`config.mk`:
```
export PLATFORM = sky130hd
export DESIGN_NAME = seq_chk_rom
export DESIGN_NICKNAME = d
export VERILOG_FILES = /design/src/rtl/seq_chk_pkg.sv /design/src/rtl/seq_chk_rom.sv
export SDC_FILE = /design/constraint.sdc
export NUM_CORES = 1
export LEC_CHECK = 0
export ABC_CLOCK_PERIOD_IN_PS = 800
export CAP_MARGIN = 0
export CORE_AREA = 2 2 39 41
export DETAILED_ROUTE_END_ITERATION = 8
export DIE_AREA = 0 0 41 43
export SLEW_MARGIN = 10
export SYNTH_ARGS = -nofsm -noshare
export SYNTH_HDL_FRONTEND = slang
export SYNTH_SLANG_ARGS = --single-unit
```
`constraint.sdc`:
```
create_clock -name vclk -period 0.8
set_input_delay 0.12 -clock vclk [all_inputs]
set_output_delay 0.12 -clock vclk [all_outputs]
set_load 0.03 [all_outputs]
```
`src/rtl/seq_chk_pkg.sv`:
```
// seq_chk_pkg: shared constants, reference sequence and FSM states for the sequence checker
package seq_chk_pkg;
  localparam int DATA_W = 8;
  localparam int SEQ_LEN = 8;
  localparam int IDX_W = $clog2(SEQ_LEN);
  localparam logic [DATA_W-1:0] SEQ_START = 8'hAF;
  localparam logic [DATA_W-1:0] SEQ_ROM [SEQ_LEN] = '{8'hAF, 8'hBC, 8'hE2, 8'h78, 8'hFF, 8'hE2, 8'h0B, 8'h8D};
  typedef enum logic {ST_SEARCH, ST_LOCKED} state_e;
endpackage

```
`src/rtl/seq_chk_rom.sv`:
```
// seq_chk_rom: combinational index to expected-word lookup
module seq_chk_rom import seq_chk_pkg::*; (
  input  logic [IDX_W-1:0]  idx_i,
  output logic [DATA_W-1:0] word_o
);
  assign word_o = SEQ_ROM[idx_i];
endmodule

```
== After elaboration in Yosys (flattened, before gate mapping) ==
Memories as Yosys holds them, arrays and structs flattened.
Index checks and enable logic that the tools add are counted.
Operators by class
  $add $sub $neg: 0
  reductions and logical operators: 0
  div/mod/pow operators: 0
  shifts and indexed selects: 0
  order comparisons: 1
  multipliers: 0
  equality and inequality tests: 0
  bitwise logic cells: 1
  mux-type cells: 2
Operator list (count)
  $mux 8: 2
  $ge 4x4->1 const B: 1
  $not 3->4: 1
Word-level totals
  latch bits: 0
  memory bits (writable): 0
  word-level logic and storage cells: 5
  memories: 1
  register bits: 0
  output and inout bits: 8
  input bits: 3
  ROM bits: 64
Memory list
  (name not given): depth 8, bits a word 8, rd ports 1, clocked after Yosys merged registers in 0, wr ports 0, line seq_chk_rom.sv:6  | assign word_o = SEQ_ROM[idx_i];

== Longest topological paths before layout ==
Gate-level depths: netlist (run 1).
  word-level depth: 4
  depth in mapped cells: 4
  depth with buffers taken out: 4

== Worst setup path before layout (run 1) ==
Ideal clock, no wire load.
  kind: input port to output port
  from: input idx_i[0]
  to: output word_o[2]
  path slack: -275 ps
  buffers on the path: 0
  arrival: 955 ps
  cell stages on the path: 3
  required time: 680 ps
  cells stage by stage: inv_1 > ha_1 > a21oi_1
Between the ends
  word-level cells in the longest chain between the ends: 4
Ends and longest elaborated chain
  from (decl): line seq_chk_rom.sv:3  | input logic [IDX_W-1:0] idx_i,
  $not 3->4 (not written as such): line seq_chk_rom.sv:6
  $mem_v2 8x8
  $mux 8 (not written as such) (2 in series): line seq_chk_rom.sv:6
  to (decl): line seq_chk_rom.sv:4  | output logic [DATA_W-1:0] word_o
No other way between the ends. The select of a mux whose other input is x is not followed.

== Worst setup path in the final report (run 1) ==
  from: input idx_i[1]
  to: output word_o[7]
Same word-level chain as after synthesis.

==> results.yml, run 1 <==
setup_path:
  worstPathRequired_ns: 0.68
  delay_heaviest_family_cp: "buffers and inverters"
  largest_stage_delay_on_the_critical_path_ns: 0.16
  critical_path_buf_inv_count: 3
  cp_cell_sequence: "buf_8 -> buf_8 -> ha_4 -> mux2i_2 -> buf_6"
  timing.setup.critical_path_class: "in -> out"
  end_kind: "output pin"
  critPathLaunchType: "primary input"
  critPathArrivalTime_ns: 0.82
  worst_path_most_repeated_cell: "buf_8"
  critical_path_peak_fanout: 4
  critical-path-slowest-cell: "ha_4"
global_route:
  grt_pass1_wl_um: 793
  grt_antenna_before_repair: 0
  groute.usage.overall: 0.06406
  grt_overflow: 0
  grt_max_degree: 6
  grt_pass1_vias: 180
die:
  pin_count: 11
  floorplan.die.height_um: 43
  floorplan.initialDensity: 0.1031
  die_w_um: 41
  row_count: 14
  placeableCoreArea_sq_um: 1384
  total_die_area_sq_um: 1763
sta:
  worst_hold_slack_ns: 0.6144
  max_freq_mhz: 1059
  share_of_the_clock_period_used_by_the_worst_path: 1.181
  tightest_slew_ns: 0.1623
  setup_slack_after_layout_ns: -0.1446
  setup_viol: 7
  timing.slew.headroom: 0.8897
  rsz0062_at_grt: "yes"
  slew_viol_final: 0
  finalCriticalPeriod_ns: 0.9446
  hold_viol: 0
  fin_setup_tns_ns: -0.6781
final_layout:
  layout.nets: 44
  antennaDiodeCount: 0
  n_sequential_cell: 0
  area_delta_synth_final_pct: 214.9
  finish.instance_area_sq_um: 449.2
  final_util: 0.3246
  fraction_of_layout_cells_with_a_size_suffix_above_1: 0.9412
  n_clock_buffer: 0
  post_layout_nonfiller_instances: 50
  seq_area_sq_um: 0
placement:
  routabilityCongestion: 0.6224
  detailed_place.area_sq_um: 314.1
  placement.setup.worst_slack_ns: -0.6277
  dp_cells: 48
  dp_hpwl_um: 326.3
  port_buf_inserts: 11
yosys:
  syn_avg_cell_area_sq_um: 8.390
  syn-num-nets: 25
  syn-cell-area_sq_um: 142.6
  synth_warnings: 0
  synthCells: 17
  synth.distinct_cells: 8
  synth-seq-area-share: 0
detailed_routing:
  drt_first_pass_iters: 1
  route.detailed.drc: 0
  detailroute.via_count: 180
  post_drt_wl_per_cell_um: 9.920
  routed_via_density: 3.600
  drt-total-wl_um: 496
  ant_nets: 0
  drt_iter0_markers: 0
power:
  power.internal_uw: 158.0
  static-leakage-power_nw: 0.1835
  switching_fraction_of_total_power: 0.4919
  clockPowerShare: 0
  pwr-share-comb: 1.000
  ir_worst_vdd_v: 0.0001643
  finalPower_uw: 311.0
  pwr_dens_nw_per_um2: 692.3
  seqPwrFrac: 0
  switchingPower_uw: 153.0
hold_path:
  min-delay-path-class: "in -> out"
outcome:
  outcome: "finished, violations left"
  violations: "setup timing"
clock_network:
  post_cts_hold_buffer_count: 0
run:
  maxCapViolCount: 0
-- path summary, 6_finish.rpt --
path                  cells after the start  startpoint        end  slack (ns)
worst max-delay path                      5    idx_i[1]  word_o[7]       -0.14
worst min-delay path                      4    idx_i[2]  word_o[2]        0.61
-- tightest hold or removal path: cells and delay by family --
kind                   cells  cell delay, ns
AOI/OAI and AO/OA          1            0.05
buffers and inverters      3            0.32
-- cell type report --
type / instances / area (sq um)
timing repair buffer: 18 / 195.2
fill: 149 / 934.6
inverter: 3 / 11.26
multi-input combinational: 13 / 222.7
tap: 16 / 20.02
-- cell families after synthesis --
logic type / after synthesis / share of synthesized area
AND/OR/NAND/NOR: 2 / 0.08771
buffers and inverters: 4 / 0.1579
adder cells (fa/ha/maj): 5 / 0.4386
multiplexers: 3 / 0.2105
AO/OA/AOI/OAI: 3 / 0.1052
-- layout by cell type (no fill, tap or decap) --
cell | netlist | final
a21oi_2 | 0 | 1
a21oi_4 | 0 | 1
buf_4 | 0 | 4
buf_6 | 1 | 12
buf_8 | 0 | 2
ha_4 | 0 | 5
inv_2 | 0 | 3
mux2i_2 | 0 | 2
mux2i_4 | 0 | 1
nand2_1 | 1 | 1
nor2b_4 | 0 | 1
o21ai_1 | 1 | 1
-- power by group through the flow --
stage / Clock [mW] / Combinational [mW] / Sequential, mW
2_1_floorplan: 0 / 0.145 / 0
3_3_place_gp: 0 / 0.233 / 0
3_5_place_dp: 0 / 0.233 / 0
4_1_cts: 0 / 0.301 / 0
5_1_grt: 0 / 0.331 / 0
6_report: 0 / 0.311 / 0
-- Yosys cell counts --
cell type	count	area, sq um
nand2_1	1	3.750
inv_1	3	11.26
mux2i_1	3	30.03
a21oi_1	2	10.01
ha_1	5	62.56
buf_6	1	11.26
nor2b_2	1	8.760
o21ai_1	1	5.000
-- what timing repair did --
action | CTS | global route
buffers inserted | 2 | 0
hold endpoints to repair | 0 | 0
gates resized for setup | 36 | 4
setup endpoints to repair | 8 | 8
pin swaps | 3 | 2
-- layer usage --
metal | wire length, um | global-route usage | vias up
met2 | 323 | 0.1281 | 5
met5 | 0 | 0 | -
met3 | 21 | 0.005236 | 0
li1 | - | - | 89
met1 | 150 | 0.07006 | 86
met4 | 0 | 0 | 0
Power figures use the tool's default switching activity.
==> run 2: changes to the inputs <==
--- a/config.mk
+++ b/config.mk
@@ -10,6 +10,7 @@
 export CORE_AREA = 2 2 39 41
 export DETAILED_ROUTE_END_ITERATION = 8
 export DIE_AREA = 0 0 41 43
+export SETUP_SLACK_MARGIN = 0.15
 export SLEW_MARGIN = 10
 export SYNTH_ARGS = -nofsm -noshare
 export SYNTH_HDL_FRONTEND = slang
==> results.yml, run 2 (synthesized netlist as in run 1, its figures left out) <==
sta:
  setup_viol: 7
  slew_viol_final: 0
  tightest_slew_ns: 0.1375
  fin_setup_tns_ns: -0.6347
  timing.slew.headroom: 0.9064
  rsz0062_at_grt: "yes"
  share_of_the_clock_period_used_by_the_worst_path: 1.161
  max_freq_mhz: 1077
  finalCriticalPeriod_ns: 0.9289
  setup_slack_after_layout_ns: -0.1289
  worst_hold_slack_ns: 0.5634
  hold_viol: 0
die:
  floorplan.die.height_um: 43
  pin_count: 11
  row_count: 14
  placeableCoreArea_sq_um: 1384
  total_die_area_sq_um: 1763
  floorplan.initialDensity: 0.1031
  die_w_um: 41
setup_path:
  largest_stage_delay_on_the_critical_path_ns: 0.17
  critical-path-slowest-cell: "ha_4"
  worstPathRequired_ns: 0.68
  critical_path_peak_fanout: 4
  timing.setup.critical_path_class: "in -> out"
  critPathArrivalTime_ns: 0.81
  cp_cell_sequence: "buf_8 -> buf_6 -> ha_4 -> mux2i_4 -> buf_6"
  critPathLaunchType: "primary input"
  worst_path_most_repeated_cell: "buf_6"
  end_kind: "output pin"
placement:
  port_buf_inserts: 11
  routabilityCongestion: 0.5346
  dp_cells: 48
  dp_hpwl_um: 325.1
detailed_routing:
  detailroute.via_count: 180
  ant_nets: 0
  post_drt_wl_per_cell_um: 9.240
  drt_iter0_markers: 0
  drt_first_pass_iters: 1
  route.detailed.drc: 0
  drt-total-wl_um: 462
  routed_via_density: 3.600
hold_path:
  min-delay-path-class: "in -> out"
final_layout:
  fraction_of_layout_cells_with_a_size_suffix_above_1: 0.9706
  seq_area_sq_um: 0
  layout_common_cells: "buf_6 (13), ha_4 (5), mux2i_4 (3)"
  area_delta_synth_final_pct: 243.0
  n_clock_buffer: 0
  antennaDiodeCount: 0
  post_layout_nonfiller_instances: 50
  mostFrequentLayoutCell: "buf_6"
  final_util: 0.3535
  layout.nets: 44
  n_sequential_cell: 0
power:
  pwr_dens_nw_per_um2: 690.6
  static-leakage-power_nw: 0.1932
  finalPower_uw: 337.8
  ir_worst_vdd_v: 0.0003686
outcome:
  outcome: "finished, violations left"
  violations: "setup timing"
global_route:
  grt_max_degree: 9
  grt_pass1_wl_um: 765
  grt_pass1_vias: 185
  groute.usage.overall: 0.06006
  grt_antenna_before_repair: 0
  grt_overflow: 0
run:
  maxCapViolCount: 0
[run 2: worst max-delay path, delay by kind of cell]
kind                       cells  cell delay [ns]
adders and majority gates      1             0.17
muxes                          1             0.14
buffers and inverters          3             0.37
[run 2: power breakdown]
group          leakage [nW]  switching, mW  internal, mW
Combinational         0.193          0.162         0.176
Sequential                0              0             0
Clock                     0              0             0
[run 2: through the flow]
stage | cell area, sq um | setup slack, ns
floorplan | 237.7 | -0.01735
global placement | 377.9 | -0.6181
detailed placement | 377.9 | -0.6144
CTS | 483.0 | -0.1300
global route | 489.2 | -0.1530
finish | 489.2 | -0.1289
[run 2: area by class of cell]
class	instances	area [sq um]
fillers	150	894.6
multi-input cells	13	244.0
repair buffers	18	211.5
well taps	16	20.02
inverters	3	13.76
[run 2: metal layers]
layer | wire [um] | up-vias | GRT usage
li1 | - | 91 | -
met4 | 0 | 0 | 0
met1 | 180 | 78 | 0.07325
met2 | 238 | 11 | 0.1125
met3 | 43 | 0 | 0.005236
met5 | 0 | - | 0
[run 2: repair_timing]
action	CTS	global route
setup endpoints to repair	8	8
buffers inserted	2	0
resized for setup	37	2
pin swaps	3	1
hold endpoints to repair	0	0
gates cloned	0	0
hold buffers	0	0
[run 2: path summary, 6_finish.rpt]
| check | startpoint | end | slack (ns) | cells after the start |
|---|---|---|---|---|
| worst max-delay path | idx_i[0] | word_o[1] | -0.13 | 5 |
| worst min-delay path | idx_i[1] | word_o[6] | 0.56 | 3 |
==> run 3: changes to the inputs <==
==> constraint.sdc (replaced) <==
create_clock -name vclk -period 0.8
set_input_delay 0.12 -clock vclk [all_inputs]
set_output_delay 0.12 -clock vclk [all_outputs]
set_load 0.02 [all_outputs]
==> results.yml, run 3 (synthesized netlist as in run 1, its figures left out) <==
outcome:
  outcome: "finished, violations left"
  violations: "setup timing"
final_layout:
  antennaDiodeCount: 0
  fraction_of_layout_cells_with_a_size_suffix_above_1: 0.9412
  mostFrequentLayoutCell: "buf_6"
  fillerInstances: 137
  n_clock_buffer: 0
  layout.nets: 44
  n_sequential_cell: 0
  seq_area_sq_um: 0
  layout_common_cells: "buf_6 (8), buf_4 (6), ha_4 (5), mux2i_4 (3), buf_8 (3)"
  area_delta_synth_final_pct: 232.5
clock_network:
  post_cts_hold_buffer_count: 0
detailed_routing:
  drt_iter0_markers: 1
  drt-total-wl_um: 497
  routed_via_density: 3.760
  drt_first_pass_iters: 2
  detailroute.via_count: 188
  ant_nets: 0
  post_drt_wl_per_cell_um: 9.940
  route.detailed.drc: 0
die:
  placeableCoreArea_sq_um: 1384
  row_count: 14
  floorplan.initialDensity: 0.1031
  total_die_area_sq_um: 1763
  die_w_um: 41
  floorplan.die.height_um: 43
  pin_count: 11
setup_path:
  largest_stage_delay_on_the_critical_path_ns: 0.17
  delay_heaviest_family_cp: "buffers and inverters"
  worstPathRequired_ns: 0.68
  timing.setup.critical_path_class: "in -> out"
  end_kind: "output pin"
  critical_path_buf_inv_count: 3
  critical_path_peak_fanout: 3
  critical-path-slowest-cell: "ha_4"
  cp_num_cells: 5
  critPathArrivalTime_ns: 0.80
  cp_cell_sequence: "buf_8 -> buf_6 -> ha_4 -> mux2i_4 -> buf_6"
  critPathLaunchType: "primary input"
  worst_path_most_repeated_cell: "buf_6"
power:
  finalPower_uw: 306.1
  ir_worst_vdd_v: 0.0002656
  pwr_dens_nw_per_um2: 645.5
  static-leakage-power_nw: 0.1882
sta:
  worst_hold_slack_ns: 0.6167
  finalCriticalPeriod_ns: 0.9231
  tightest_slew_ns: 0.1426
  fin_setup_tns_ns: -0.6164
  share_of_the_clock_period_used_by_the_worst_path: 1.154
  max_freq_mhz: 1083
  setup_slack_after_layout_ns: -0.1231
  rsz0062_at_grt: "yes"
  setup_viol: 7
  hold_viol: 0
  slew_viol_final: 0
  timing.slew.headroom: 0.9029
run:
  maxCapViolCount: 0
hold_path:
  worstHoldPathCells: 4
  hold_path.startpoint: "idx_i[0]"
  min-delay-path-class: "in -> out"
  whs_endpoint: "word_o[0]"
global_route:
  grt_pass1_wl_um: 917
  grt_overflow: 0
  grt_antenna_before_repair: 0
  groute.usage.overall: 0.07114
  grt_max_degree: 9
  grt_pass1_vias: 198
placement:
  placement.setup.worst_slack_ns: -1.073
  routabilityCongestion: 0.6048
  port_buf_inserts: 11
run 3: cell counts in the layout (fill, tap and decap cells not counted):
No cell type changed its count.
run 3: metal layers:
layer | wire length [um] | track usage | share of wire
met5 | 0 | 0 | 0
met1 | 190 | 0.09265 | 0.38
met4 | 0 | 0 | 0
met3 | 52 | 0.01571 | 0.10
met2 | 255 | 0.1219 | 0.51
run 3: timing repair:
item	4_1_cts	5_1_grt
setup endpoints to repair	8	8
gates resized for setup	75	2
setup buffers	1	0
pin swaps	3	2
run 3: layout make-up:
type | instances | area, sq um | share of cell area
inverters | 3 | 13.76 | 0.02902
repair buffers | 18 | 200.2 | 0.4222
well taps | 16 | 20.02 | 0.04222
multi-input cells | 13 | 240.2 | 0.5066
run 3: report_power, final:
group          switching [mW]  internal (mW)  total [mW]
combinational           0.137          0.169       0.306
clock                       0              0           0
sequential                  0              0           0
run 3: worst max path at each step:
stage / start / to
6_report: idx_i[0] / word_o[7]
5_1_grt: idx_i[1] / word_o[3]
4_1_cts: idx_i[1] / word_o[3]
3_5_place_dp: idx_i[0] / word_o[3]
3_3_place_gp: idx_i[0] / word_o[3]
2_1_floorplan: idx_i[0] / word_o[2]
run 3: per-stage QoR:
stage | cells | utilization | instance area [sq um]
after global routing | 50 | 0.3427 | 474.2
after CTS | 50 | 0.3373 | 466.7
after detailed placement | 49 | 0.2812 | 389.1
after global placement | 49 | 0.2812 | 389.1
after floorplan | 17 | - | 221.5
final | 50 | 0.3427 | 474.2
run 3: tightest hold or removal path: stages:
cell and delay [ns]:
buf_8 0.08, buf_4 0.10, a21oi_2 0.04, buf_4 0.15
